`src/rtl/vram_write_scheduler.sv`:
```
// Write queue between the Avalon slave and addr_decode. CPU writes are buffered
// and released one per cycle only inside blanking windows, after a settle guard.
module vram_write_scheduler #(
  parameter int DEPTH        = 16,
  parameter int GUARD_CYCLES = 4,
  parameter int HBLANK_EN    = 1
) (
  input  logic                     clk,
  input  logic                     reset,
  input  logic                     chipselect,
  input  logic                     write,
  input  logic [11:0]              address,
  input  logic [31:0]              writedata,
  output logic                     waitrequest,
  input  logic                     vblank,
  input  logic                     hblank,
  input  logic                     render_req,
  output logic [11:0]              dec_addr,
  output logic [31:0]              dec_write_data,
  output logic                     dec_chip_select,
  output logic [$clog2(DEPTH):0]   level,
  output logic                     idle
);
  localparam int PW = $clog2(DEPTH);
  localparam int LW = PW + 1;
  localparam int GW = (GUARD_CYCLES > 1) ? $clog2(GUARD_CYCLES) : 1;
  localparam logic [GW-1:0] GLOAD = GW'((GUARD_CYCLES > 0) ? GUARD_CYCLES - 1 : 0);

  typedef enum logic [1:0] {S_IDLE, S_GUARD, S_DRAIN} state_t;

  state_t        r_state, w_state_nxt;
  logic [GW-1:0] r_gcnt, w_gcnt_nxt;
  logic [PW-1:0] r_wptr, r_rptr;
  logic [LW-1:0] r_level;
  logic [43:0]   r_mem [DEPTH];
  logic          w_window, w_full, w_empty, w_push, w_pop;

  assign w_window    = vblank | (hblank & (HBLANK_EN != 0));
  assign w_full      = (r_level == LW'(DEPTH));
  assign w_empty     = (r_level == '0);
  assign w_push      = chipselect & write & ~w_full;
  assign w_pop       = (r_state == S_DRAIN) & w_window & ~render_req & ~w_empty;
  assign waitrequest = w_full;
  assign level       = r_level;
  assign idle        = w_empty & (r_state == S_IDLE);

  always_comb begin
    w_state_nxt = r_state;
    w_gcnt_nxt  = r_gcnt;
    case (r_state)
      S_IDLE:
        if (w_window && !w_empty) begin
          if (GUARD_CYCLES == 0) begin
            w_state_nxt = S_DRAIN;
          end else begin
            w_state_nxt = S_GUARD;
            w_gcnt_nxt  = GLOAD;
          end
        end
      S_GUARD:
        if (!w_window)           w_state_nxt = S_IDLE;
        else if (r_gcnt == '0)   w_state_nxt = S_DRAIN;
        else                     w_gcnt_nxt  = r_gcnt - GW'(1);
      S_DRAIN:
        if (w_empty || !w_window) w_state_nxt = S_IDLE;
      default:
        w_state_nxt = S_IDLE;
    endcase
  end

  always_ff @(posedge clk or posedge reset) begin
    if (reset) begin
      r_state <= S_IDLE;
      r_gcnt  <= '0;
    end else begin
      r_state <= w_state_nxt;
      r_gcnt  <= w_gcnt_nxt;
    end
  end

  // Storage needs no reset: an empty level makes stale entries unreachable.
  always_ff @(posedge clk) begin
    if (w_push) r_mem[r_wptr] <= {address, writedata};
  end

  always_ff @(posedge clk or posedge reset) begin
    if (reset) begin
      r_wptr          <= '0;
      r_rptr          <= '0;
      r_level         <= '0;
      dec_addr        <= '0;
      dec_write_data  <= '0;
      dec_chip_select <= 1'b0;
    end else begin
      if (w_push) r_wptr <= r_wptr + PW'(1);
      if (w_pop) begin
        r_rptr                     <= r_rptr + PW'(1);
        {dec_addr, dec_write_data} <= r_mem[r_rptr];
      end
      dec_chip_select <= w_pop;
      case ({w_push, w_pop})
        2'b10:   r_level <= r_level + LW'(1);
        2'b01:   r_level <= r_level - LW'(1);
        default: r_level <= r_level;
      endcase
    end
  end
endmodule

```
`config.mk`:
```
export PLATFORM = sky130hd
export DESIGN_NAME = vram_write_scheduler
export DESIGN_NICKNAME = d
export VERILOG_FILES = /design/src/rtl/vram_write_scheduler.sv
export SDC_FILE = /design/constraint.sdc
export NUM_CORES = 1
export LEC_CHECK = 0
export ABC_AREA = 1
export BUFFER_PORTS_ARGS = -buffer_cell sky130_fd_sc_hd__buf_2
export CELL_PAD_IN_SITES_DETAIL_PLACEMENT = 0
export CELL_PAD_IN_SITES_GLOBAL_PLACEMENT = 2
export CORE_MARGIN = 3
export CORE_UTILIZATION = 39
export CTS_CLUSTER_SIZE = 14
export DETAILED_ROUTE_END_ITERATION = 7
export GPL_ROUTABILITY_DRIVEN = 0
export GPL_TIMING_DRIVEN = 0
export PLACE_DENSITY_LB_ADDON = 0.1
export SLEW_MARGIN = 15
export SYNTH_ARGS = -nofsm -noshare
export SYNTH_HDL_FRONTEND = slang
export SYNTH_SLANG_ARGS = --single-unit
export TNS_END_PERCENT = 30
```
`constraint.sdc`:
```
create_clock -name clk -period 4 [get_ports clk]
set_input_delay 0.2 -clock clk [delete_from_list [all_inputs] [get_ports clk]]
set_output_delay 0.2 -clock clk [all_outputs]
set_load 0.02 [all_outputs]
```
==> results.tsv, run 1 <==
stage	metric	value	unit
timing	clock_skew	0.0234	ns
yosys	synth-edff-count	704	
global_route	track_usage	0.233	
worst_setup_path	cp_slowest_cell	dfrtp_1	
yosys	synth_area_per_cell	11.8	um2
worst_setup_path	path_cells	nor2_1 > nand4_1 > nand2_2 > nor3_4 > buf_2 > ha_1 > ha_1 > nand2_1 > nand2_1 > a21oi_1 > xor2_1 > nand2_1 > o21ai_0	
yosys	ys_top_cells_by_count	nand2_1, edfxtp_1, nand3_1	
detailed_routing	vias	20328	
yosys	synthArstFlopShare	0.0809	
min_path	hold_start	writedata[19]	
clock_tree	cts_tree	yes	
clock_tree	cts.sinks	766	
global_route	grt_pass1_wl	138000	um
yosys	seq_area_frac_synth	0.739	
yosys	yosys.area.top_type	edfxtp_1	
worst_setup_path	regToRegEndpoint	level[4]	
min_path	hold_path_class	in2reg	
global_route	antenna_found_initial	1	
timing	final_max_slew_viol_count	0	
cells_and_area	fillers	7075	
yosys	synthFlopType	edfxtp_1	
worst_setup_path	end_kind	register	
clock_tree	clockBufferDepth	3	
worst_setup_path	cpMostUsedCell	nand2_1	
cells_and_area	drive_above_1_share	0.150	
timing	finalCriticalPeriod	2.82	ns
min_path	worstHoldPathCells	1	
pwr	vdd.ir_drop.worst	0.371	mV
global_route	grt_pass1_vias	19945	
worst_setup_path	worstSetupStartpointType	register	
clock_tree	cts_root_buf	clkbuf_16	
run	drv_cap	0	
detailed_routing	via_per_inst	5.04	
run_status	violations	hold timing	
yosys	synth.most_common_cell	nand2_1	
floorplanning	rows	102	
cells_and_area	area_growth	19.4	%
worst_setup_path	timing.rr.start	level[0]	
floorplanning	fp.dieW	287	um
timing	final-setup-viol-count	0	
timing	worst_pin_slew	1.10	ns
place	io_buffers	102	
floorplanning	initial_utilization	0.395	
clock_tree	clock_latency	0.62	ns
detailed_routing	wirelength	95300	um
worst_setup_path	reg2reg_setup_slack	1.18	ns
timing	worst_hold_slack	-0.000579	ns
floorplanning	ios	103	
worst_setup_path	ff2ff_path_depth	13	
detailed_routing	routedWlPerCell	23.6	um
timing	hold_viol_final	1	
yosys	synth.area.top_cells	edfxtp_1, nand2_1, nand3_1	
worst_setup_path	cp_num_buf_inv	1	
yosys	yosysWarningCount	0	
detailed_routing	drt_drc_violations_left	0	
timing	rsz0062_at_grt	false	
clock_tree	htreeDepth	3	
worst_setup_path	worstSetupPathDepth	13	
worst_setup_path	cp.required	4.52	ns
floorplanning	core_area	0.0777	mm2
clock_tree	cts-buffers-inserted	85	
worst_setup_path	crit_family	simple AND/OR/NAND/NOR gates	
worst_setup_path	critPathMaxFanout	11	
global_route	grt_max_degree	41	
detailed_routing	dr.pass1.iters	8	
worst_setup_path	crit_arrival	3.34	ns
cells_and_area	final-seq-area	0.0227	mm2
worst_setup_path	critPathKind	reg2reg	
cells_and_area	multi_input_area	0.00715	mm2
run_status	status	complete, but fails checks	
yosys	yosys.cell_types.count	28	
yosys	netlist_area	0.0307	mm2
floorplanning	dieHeight	287	um
timing	fin_crit_sh	0.705	
timing	max_slew_margin	0.266	
timing	clock.fmax	0.354	GHz
cells_and_area	num_antenna_cells	0	
min_path	holdPathEnd	r_mem[6][19]	
pwr	leakage	14.2	nW
floorplanning	dieArea	0.0821	mm2
global_route	gr-total-overflow	0	
pwr	power.density	693	mW/mm2
cells_and_area	nets	2988	
clock_tree	path_clk_slew	0.06	ns
place	dp.final_hpwl	64600	um
yosys	postSynthRegisterBits	766	
detailed_routing	drtIter0Drc	1509	
detailed_routing	ant_nets	0	
timing	tns	0	ns
yosys	synth.top_cell.area_share	0.689	
place	dp_cells	3834	
yosys	postSynthCellCount	2601	
worst_setup_path	critical-path-max-stage-delay	0.46	ns
cells_and_area	final_cells	4035	
yosys	synthesis.nets	2663	
-- through the flow --
stage	utilization	instance area, um2	setup slack (ns)	power [W]
3_5_place_dp	0.432	33600	1.12	0.0182
6_report	0.471	36600	1.18	0.0254
3_3_place_gp	0.418	32500	-5.47	0.0180
4_1_cts	0.471	36600	1.10	0.0257
5_1_grt	0.471	36600	0.813	0.0268
2_1_floorplan	-	30700	-0.541	0.0146
-- report_power, final --
| part | internal, W | total (W) | switching, W |
|---|---|---|---|
| combinational | 0.00231 | 0.00836 | 0.00606 |
| clock | 0.00437 | 0.00745 | 0.00308 |
| sequential | 0.00936 | 0.00959 | 0.000236 |
| total | 0.0160 | 0.0254 | 0.00937 |
-- routing by layer --
layer	GRT usage	wire length, um	share of wire	vias up
li1	-	-	-	9651
met1	0.300	39800	0.42	9991
met2	0.403	47600	0.50	519
met3	0.0353	4460	0.047	165
met4	0.0803	3480	0.037	2
met5	0	13	0.00014	-
-- flip-flops by register name (all words and copies together), names as in the netlist --
signal and flops:
r_state 2, level 5, dec_write_data 32, r_gcnt 2, r_mem 704, r_rptr 4
dec_addr 12, r_wptr 4, dec_chip_select 1
-- layout make-up --
| class | instances | share of cell area |
|---|---|---|
| Clock buffer | 125 | 0.0660 |
| Sequential cell | 766 | 0.619 |
| Inverter | 30 | 0.00314 |
| Clock inverter | 31 | 0.00601 |
| Multi-Input combinational cell | 1657 | 0.195 |
| Buffer | 148 | 0.0224 |
| Tap cell | 1040 | 0.0355 |
| Timing Repair Buffer | 238 | 0.0524 |
-- placed cells by master (no fill, tap or decap), types with 3 or more instances in the layout --
master / count
nand2_1: 1084
edfxtp_1: 704
nand3_1: 455
buf_2: 184
clkbuf_16: 87
buf_4: 77
dfrtp_1: 62
a21oi_1: 52
clkbuf_1: 50
dlygate4sd3_1: 45
buf_6: 34
inv_1: 21
clkinv_1: 16
buf_1: 12
nor3_2: 12
nor2_1: 10
ha_1: 10
clkbuf_8: 10
clkinv_2: 9
inv_2: 8
o21ai_0: 7
xor2_1: 6
buf_16: 6
buf_12: 5
nor2_4: 4
nand4_1: 3
bufinv_16: 3
-- worst register-to-register path, delay by kind of cell (launching register included) --
| kind | cells | cell delay, ns |
|---|---|---|
| AOI/OAI and AO/OA | 2 | 0.23 |
| buffers and inverters | 1 | 0.32 |
| DFF | 1 | 0.46 |
| adders and majority gates | 2 | 0.65 |
| and+or+nand+nor | 7 | 0.90 |
| xor gates and xnor gates | 1 | 0.17 |
-- worst max path at each step --
| stage | start | end | slack (ns) |
|---|---|---|---|
| global route | level[0] | level[4] | 0.81 |
| CTS | level[0] | level[4] | 1.10 |
| detailed placement | level[0] | level[4] | 1.12 |
| global placement | level[0] | r_mem[14][6] | -5.47 |
| finish | level[0] | level[4] | 1.18 |
| floorplan | level[0] | r_mem[12][0] | -0.54 |
-- repair_timing --
action | CTS | global route
gates resized for setup | 0 | 0
hold buffers | 45 | 0
hold endpoints to repair | 681 | 0
buffers inserted | 0 | 0
-- cell families after synthesis --
kind of cell | Yosys count | share of synthesized area
buf+inv | 178 | 0.0304
compound gates | 63 | 0.0104
flops | 766 | 0.739
fa+ha+maj | 11 | 0.00473
simple gates | 1575 | 0.213
xor+xnor | 8 | 0.00228
Power figures use the tool's default switching activity.
==> inputs of run 2 (changes only) <==
--- a/config.mk
+++ b/config.mk
@@ -5,12 +5,12 @@
 export SDC_FILE = /design/constraint.sdc
 export NUM_CORES = 1
 export LEC_CHECK = 0
-export ABC_AREA = 1
+export ABC_AREA = 0
 export BUFFER_PORTS_ARGS = -buffer_cell sky130_fd_sc_hd__buf_2
 export CELL_PAD_IN_SITES_DETAIL_PLACEMENT = 0
 export CELL_PAD_IN_SITES_GLOBAL_PLACEMENT = 2
 export CORE_MARGIN = 3
-export CORE_UTILIZATION = 39
+export CORE_UTILIZATION = 46
 export CTS_CLUSTER_SIZE = 14
 export DETAILED_ROUTE_END_ITERATION = 7
 export GPL_ROUTABILITY_DRIVEN = 0
==> constraint.sdc (replaced) <==
create_clock -name clk -period 2.94 [get_ports clk]
set_input_delay 0.147 -clock clk [delete_from_list [all_inputs] [get_ports clk]]
set_output_delay 0.147 -clock clk [all_outputs]
set_load 0.02 [all_outputs]
==> results.tsv, run 2 <==
stage	metric	value	unit
worst_setup_path	end_kind	register	
pwr	power.density	785	mW/mm2
pwr	vdd.ir_drop.worst	0.499	mV
place	dp.final_hpwl	43100	um
global_route	gr-total-overflow	0	
cells_and_area	top_register	r_mem	
clock_tree	htreeDepth	3	
global_route	antenna_found_initial	1	
timing	final_max_slew_viol_count	0	
cells_and_area	drive_above_1_share	0.337	
detailed_routing	drtIter0Drc	1365	
yosys	yosys.area.top_type	edfxtp_1	
run_status	status	finished clean	
yosys	seq_area_frac_synth	0.776	
yosys	synth.top_cell.area_share	0.723	
worst_setup_path	path_cells	nor4_4 > a2111oi_4 > buf_4 > buf_8 > ha_2 > fa_1 > a21o_1 > a21oi_1 > mux2i_1 > xnor2_1	
timing	rsz0062_at_grt	true	
min_path	hold_start	vblank	
cells_and_area	multi_input_area	0.00625	mm2
worst_setup_path	critPathKind	reg2reg	
timing	final-setup-viol-count	0	
detailed_routing	routedWlPerCell	27.8	um
worst_setup_path	critical-path-max-stage-delay	0.45	ns
yosys	postSynthRegisterBits	766	
timing	worst_pin_slew	1.15	ns
timing	fin_crit_sh	0.954	
global_route	track_usage	0.211	
global_route	grt_pass1_wl	101000	um
detailed_routing	dr.pass1.iters	5	
cells_and_area	final-seq-area	0.0227	mm2
detailed_routing	ant_nets	0	
pwr	p_total	0.0274	W
worst_setup_path	cp.required	3.46	ns
detailed_routing	wirelength	68700	um
detailed_routing	via_per_inst	5.73	
clock_tree	clock_latency	0.61	ns
min_path	hold_path_class	in2reg	
yosys	synthFlopType	edfxtp_1	
floorplanning	dieArea	0.0666	mm2
floorplanning	initial_utilization	0.469	
yosys	postSynthCellCount	1286	
worst_setup_path	cp_slowest_cell	dfrtp_2	
detailed_routing	vias	14131	
cells_and_area	top_regs	r_mem: 704 flops, dec_write_data: 32 flops, dec_addr: 12 flops	
worst_setup_path	crit_arrival	3.32	ns
worst_setup_path	timing.rr.start	level[1]	
worst_setup_path	cp_num_buf_inv	2	
yosys	synth-edff-count	704	
yosys	synthArstFlopShare	0.0809	
worst_setup_path	critPathMaxFanout	20	
clock_tree	clockBufferDepth	3	
yosys	synth.most_common_cell	edfxtp_1	
global_route	grt_pass1_vias	14829	
clock_tree	cts_root_buf	clkbuf_16	
cells_and_area	mostFrequentLayoutCells	edfxtp_1, mux4_2, buf_2	
timing	hold_viol_final	0	
floorplanning	dieHeight	258	um
worst_setup_path	reg2reg_setup_slack	0.14	ns
cells_and_area	area_growth	19.3	%
clock_tree	cts.sinks	766	
yosys	synth_area_per_cell	22.7	um2
yosys	yosysWarningCount	0	
pwr	leakage	11.3	nW
worst_setup_path	worstSetupStartpointType	register	
floorplanning	rows	91	
clock_tree	cts-buffers-inserted	81	
global_route	grt_max_degree	34	
run	drv_cap	0	
timing	final.setup.worst_slack	0.136	ns
cells_and_area	largest_register_ff_count	704	
cells_and_area	final_common_cell	edfxtp_1	
floorplanning	ios	103	
yosys	yosys.cell_types.count	38	
clock_tree	path_clk_slew	0.06	ns
cells_and_area	fillers	4753	
yosys	netlist_area	0.0292	mm2
yosys	ys_top_cells_by_count	edfxtp_1, mux4_2, dfrtp_1	
cells_and_area	nets	1629	
place	io_buffers	102	
detailed_routing	drt_drc_violations_left	0	
yosys	synthesis.nets	1348	
floorplanning	core_area	0.0623	mm2
floorplanning	fp.dieW	258	um
clock_tree	cts_tree	yes	
timing	max_slew_margin	0.233	
timing	clock_skew	0.0235	ns
yosys	synth.area.top_cells	edfxtp_1, mux4_2, dfrtp_1	
worst_setup_path	crit_path_start	level[1]	
timing	finalCriticalPeriod	2.80	ns
place	pre_cts_slack	-0.419	ns
timing	clock.fmax	0.357	GHz
worst_setup_path	crit_family	adder cells	
cells_and_area	final_core_util	0.560	
==> run 2: metal layers <==
layer / share of wire / global-route usage / routed length (um)
met1: 0.44 / 0.305 / 30200
met2: 0.48 / 0.338 / 33100
met3: 0.059 / 0.0345 / 4050
met4: 0.020 / 0.0556 / 1360
met5: 0 / 0 / 0
==> run 2: cells by family after synthesis <==
| kind of cell | synth area share |
|---|---|
| flip-flops | 0.776 |
| AO/OA/AOI/OAI | 0.0348 |
| adder cells (fa/ha/maj) | 0.00497 |
| buffers and inverters | 0.0150 |
| multiplexers | 0.153 |
| AND/OR/NAND/NOR | 0.0135 |
| XOR/XNOR | 0.00300 |
==> run 2: path summary, 6_finish.rpt <==
check | end | depth (start not counted)
setup / recovery | level[4] | 10
hold / removal | r_gcnt[0] | 5
setup reg to reg | level[4] | 10
hold reg to reg | level[0] | 1
max in group asynchronous | level[0] | 4
min in group asynchronous | dec_write_data[5] | 3
==> run 2: per-stage QoR <==
step / TNS, ns / hold slack [ns] / cell area [um2] / std cells
floorplan: -173.92 / 0.246 / 29300 / 1286
global placement: -1582.28 / 0.481 / 30800 / 2225
detailed placement: -0.889 / 0.251 / 31800 / 2268
CTS: -0.0670 / 0.0851 / 34800 / 2465
global route: -0.000982 / 0.121 / 34900 / 2467
finish: 0 / 0.117 / 34900 / 2468
==> run 2: cell type report <==
type,count,share of cell area
Clock buffer,113,0.0651
Tap cell,837,0.0300
Buffer,73,0.0117
Inverter,8,0.000933
Antenna cell,1,0.0000718
Timing Repair Buffer,199,0.0538
Sequential cell,766,0.651
Clock inverter,33,0.00832
Multi-Input combinational cell,438,0.179
==> run 2: timing repair <==
item	4_1_cts	5_1_grt
gates resized for setup	3	4
setup endpoints to repair	4	39
hold buffers	49	0
hold endpoints to repair	737	0
buffers inserted	3	2
pin swaps	2	2
==> run 2: where the power goes <==
| group | switching, W | internal, W | total, W |
|---|---|---|---|
| sequential | 0.000430 | 0.0128 | 0.0132 |
| combinational | 0.00267 | 0.00161 | 0.00428 |
| clock | 0.00404 | 0.00582 | 0.00985 |
| total | 0.00714 | 0.0202 | 0.0274 |
==> run 2: worst register-to-register path, cell delays in order (launching register included) <==
cell	delay (ns)
dfrtp_2	0.45
nor4_4	0.37
a2111oi_4	0.11
buf_4	0.19
buf_8	0.19
ha_2	0.26
fa_1	0.42
a21o_1	0.20
a21oi_1	0.16
mux2i_1	0.24
xnor2_1	0.13
==> inputs of run 3 (changes only) <==
--- a/config.mk
+++ b/config.mk
@@ -7,15 +7,12 @@
 export LEC_CHECK = 0
 export ABC_AREA = 0
 export BUFFER_PORTS_ARGS = -buffer_cell sky130_fd_sc_hd__buf_2
-export CELL_PAD_IN_SITES_DETAIL_PLACEMENT = 0
-export CELL_PAD_IN_SITES_GLOBAL_PLACEMENT = 2
 export CORE_MARGIN = 3
 export CORE_UTILIZATION = 46
 export CTS_CLUSTER_SIZE = 14
 export DETAILED_ROUTE_END_ITERATION = 7
 export GPL_ROUTABILITY_DRIVEN = 0
 export GPL_TIMING_DRIVEN = 0
-export PLACE_DENSITY_LB_ADDON = 0.1
 export SLEW_MARGIN = 15
 export SYNTH_ARGS = -nofsm -noshare
 export SYNTH_HDL_FRONTEND = slang
==> results.tsv, run 3 (same netlist as run 2, synthesis figures left out) <==
stage	metric	value	unit
floorplanning	ios	103	
detailed_routing	vias	14294	
global_route	gr-total-overflow	0	
pwr	clock_power_share	0.359	
clock_tree	clockBufferDepth	3	
floorplanning	dieArea	0.0666	mm2
worst_setup_path	critPathKind	reg2reg	
run_status	status	finished clean	
worst_setup_path	critPathMaxFanout	20	
timing	worst_pin_slew	1.16	ns
floorplanning	core_area	0.0623	mm2
clock_tree	clock_latency	0.61	ns
worst_setup_path	timing.rr.start	level[3]	
pwr	power.density	782	mW/mm2
pwr	power_frac_comb	0.157	
floorplanning	rows	91	
clock_tree	cts_tree	yes	
place	pre_cts_slack	-0.537	ns
floorplanning	initial_utilization	0.469	
cells_and_area	area_growth	19.7	%
timing	finalCriticalPeriod	2.80	ns
worst_setup_path	critical-path-max-stage-delay	0.43	ns
clock_tree	path_clk_slew	0.06	ns
pwr	p_int	0.0203	W
detailed_routing	ant_nets	0	
min_path	hold_path_class	in2async	
worst_setup_path	cp.required	3.47	ns
clock_tree	cts_root_buf	clkbuf_16	
timing	max_slew_margin	0.228	
global_route	track_usage	0.208	
pwr	leakage	11.4	nW
clock_tree	cts.sinks	766	
cells_and_area	top_regs	r_mem: 704 flops, dec_write_data: 32 flops, dec_addr: 12 flops	
cells_and_area	final_common_cell	edfxtp_1	
global_route	antenna_found_initial	3	
worst_setup_path	cp_slowest_cell	dfrtp_1	
detailed_routing	drtIter0Drc	1286	
global_route	grt_pass1_wl	100000	um
timing	clock.fmax	0.358	GHz
global_route	grt_max_degree	41	
pwr	vdd.ir_drop.worst	0.394	mV
floorplanning	dieHeight	258	um
timing	final_max_slew_viol_count	0	
worst_setup_path	end_kind	register	
cells_and_area	top_register	r_mem	
detailed_routing	drt_drc_violations_left	0	
worst_setup_path	crit_path_start	level[3]	
place	dp.final_hpwl	42400	um
pwr	swShare	0.260	
floorplanning	fp.dieW	258	um
cells_and_area	drive_above_1_share	0.340	
worst_setup_path	cp_num_buf_inv	2	
worst_setup_path	crit_family	adder cells	
clock_tree	cts-buffers-inserted	80	
timing	worst_hold_slack	0.116	ns
cells_and_area	mostFrequentLayoutCells	edfxtp_1, mux4_2, buf_2	
worst_setup_path	path_cells	nor4_4 > a2111oi_4 > buf_4 > buf_8 > ha_2 > fa_1 > a21o_1 > a21oi_1 > mux2i_1 > xnor2_1	
detailed_routing	wirelength	67600	um
timing	rsz0062_at_grt	true	
pwr	pwr-share-seq	0.484	
run	drv_cap	0	
cells_and_area	largest_register_ff_count	704	
cells_and_area	nets	1635	
timing	final-setup-viol-count	0	
global_route	grt_pass1_vias	14911	
worst_setup_path	crit_arrival	3.32	ns
detailed_routing	routedWlPerCell	27.3	um
timing	clock_skew	0.0130	ns
timing	fin_crit_sh	0.951	
detailed_routing	dr.pass1.iters	5	
timing	final.setup.worst_slack	0.144	ns
place	io_buffers	102	
timing	hold_viol_final	0	
detailed_routing	via_per_inst	5.77	
clock_tree	htreeDepth	3	
worst_setup_path	worstSetupStartpointType	register	
cells_and_area	fillers	4607	
pwr	p_sw	0.00710	W
run 3: cell types whose count changed in the layout (fill, tap and decap cells not counted):
cell / before / now
inv_6: 4 / 3
dfrtp_1: 60 / 61
buf_16: 8 / 14
buf_6: 7 / 6
a21oi_2: 0 / 1
clkinv_2: 9 / 13
dfrtp_2: 2 / 1
buf_12: 20 / 17
a21oi_4: 1 / 0
buf_4: 19 / 25
buf_8: 14 / 13
clkinv_1: 14 / 13
run 3: area by class of cell:
type,instances,area [um2],area share
inverters,8,32.5,0.000930
well taps,837,1050,0.0299
clock buffers,113,2270,0.0649
clock inverters,35,298,0.00851
repair buffers,206,2000,0.0572
multi-input cells,438,6250,0.178
plain buffers,73,408,0.0117
diodes,1,2.50,0.0000715
flip-flops and latches,766,22700,0.648
run 3: per-layer routing:
layer  global-route usage  up-vias  wire [um]  share of wire
li1                     -     6033          -              -
met1                0.301     7688      29000           0.43
met2                0.329      468      32700           0.48
met3               0.0365      103       4410          0.065
met4               0.0579        2       1440          0.021
met5                    0        -         13        0.00019
run 3: path summary, 6_finish.rpt:
path	end	slack [ns]	cells past startpoint
max	level[4]	0.14	10
min	dec_addr[2]	0.12	3
max reg2reg	level[4]	0.14	10
min reg2reg	level[4]	0.56	1
max in group asynchronous	level[1]	2.14	4
min in group clk	r_gcnt[0]	0.12	5
run 3: power groups by stage:
stage	sequential, W	clock [W]	combinational (W)
floorplan	0.0138	0	0.00218
global placement	0.0135	0	0.00391
detailed placement	0.0135	0	0.00426
CTS	0.0133	0.0100	0.00434
global route	0.0133	0.0105	0.00461
finish	0.0132	0.00983	0.00428
run 3: worst register-to-register path: cells and delay by family, from the launching register on:
family	cells	cell delay, ns
buffers and inverters	2	0.38
and+or+nand+nor	1	0.39
DFF	1	0.43
xor gates and xnor gates	1	0.14
muxes	1	0.24
adders and majority gates	2	0.65
AOI/OAI and AO/OA	3	0.48
run 3: repair_timing:
item                                    in CTS  in global routing
hold endpoints to repair                   770                  0
gates resized for setup                      2                  3
hold buffers                                49                  0
setup buffers                                3                  8
pin swaps                                    5                  2
endpoints found under the setup margin       4                 56
run 3: stage by stage:
stage | instance area [um2] | setup TNS (ns) | total power (W) | instances | utilization
6_report | 35000 | 0 | 0.0274 | 2477 | 0.562
5_1_grt | 35000 | -0.700 | 0.0284 | 2477 | 0.562
4_1_cts | 34900 | 0 | 0.0276 | 2468 | 0.561
3_5_place_dp | 31800 | -1.36 | 0.0177 | 2269 | 0.511
3_3_place_gp | 30800 | -1514.11 | 0.0174 | 2225 | 0.495
2_1_floorplan | 29300 | -173.92 | 0.0159 | 1286 | -
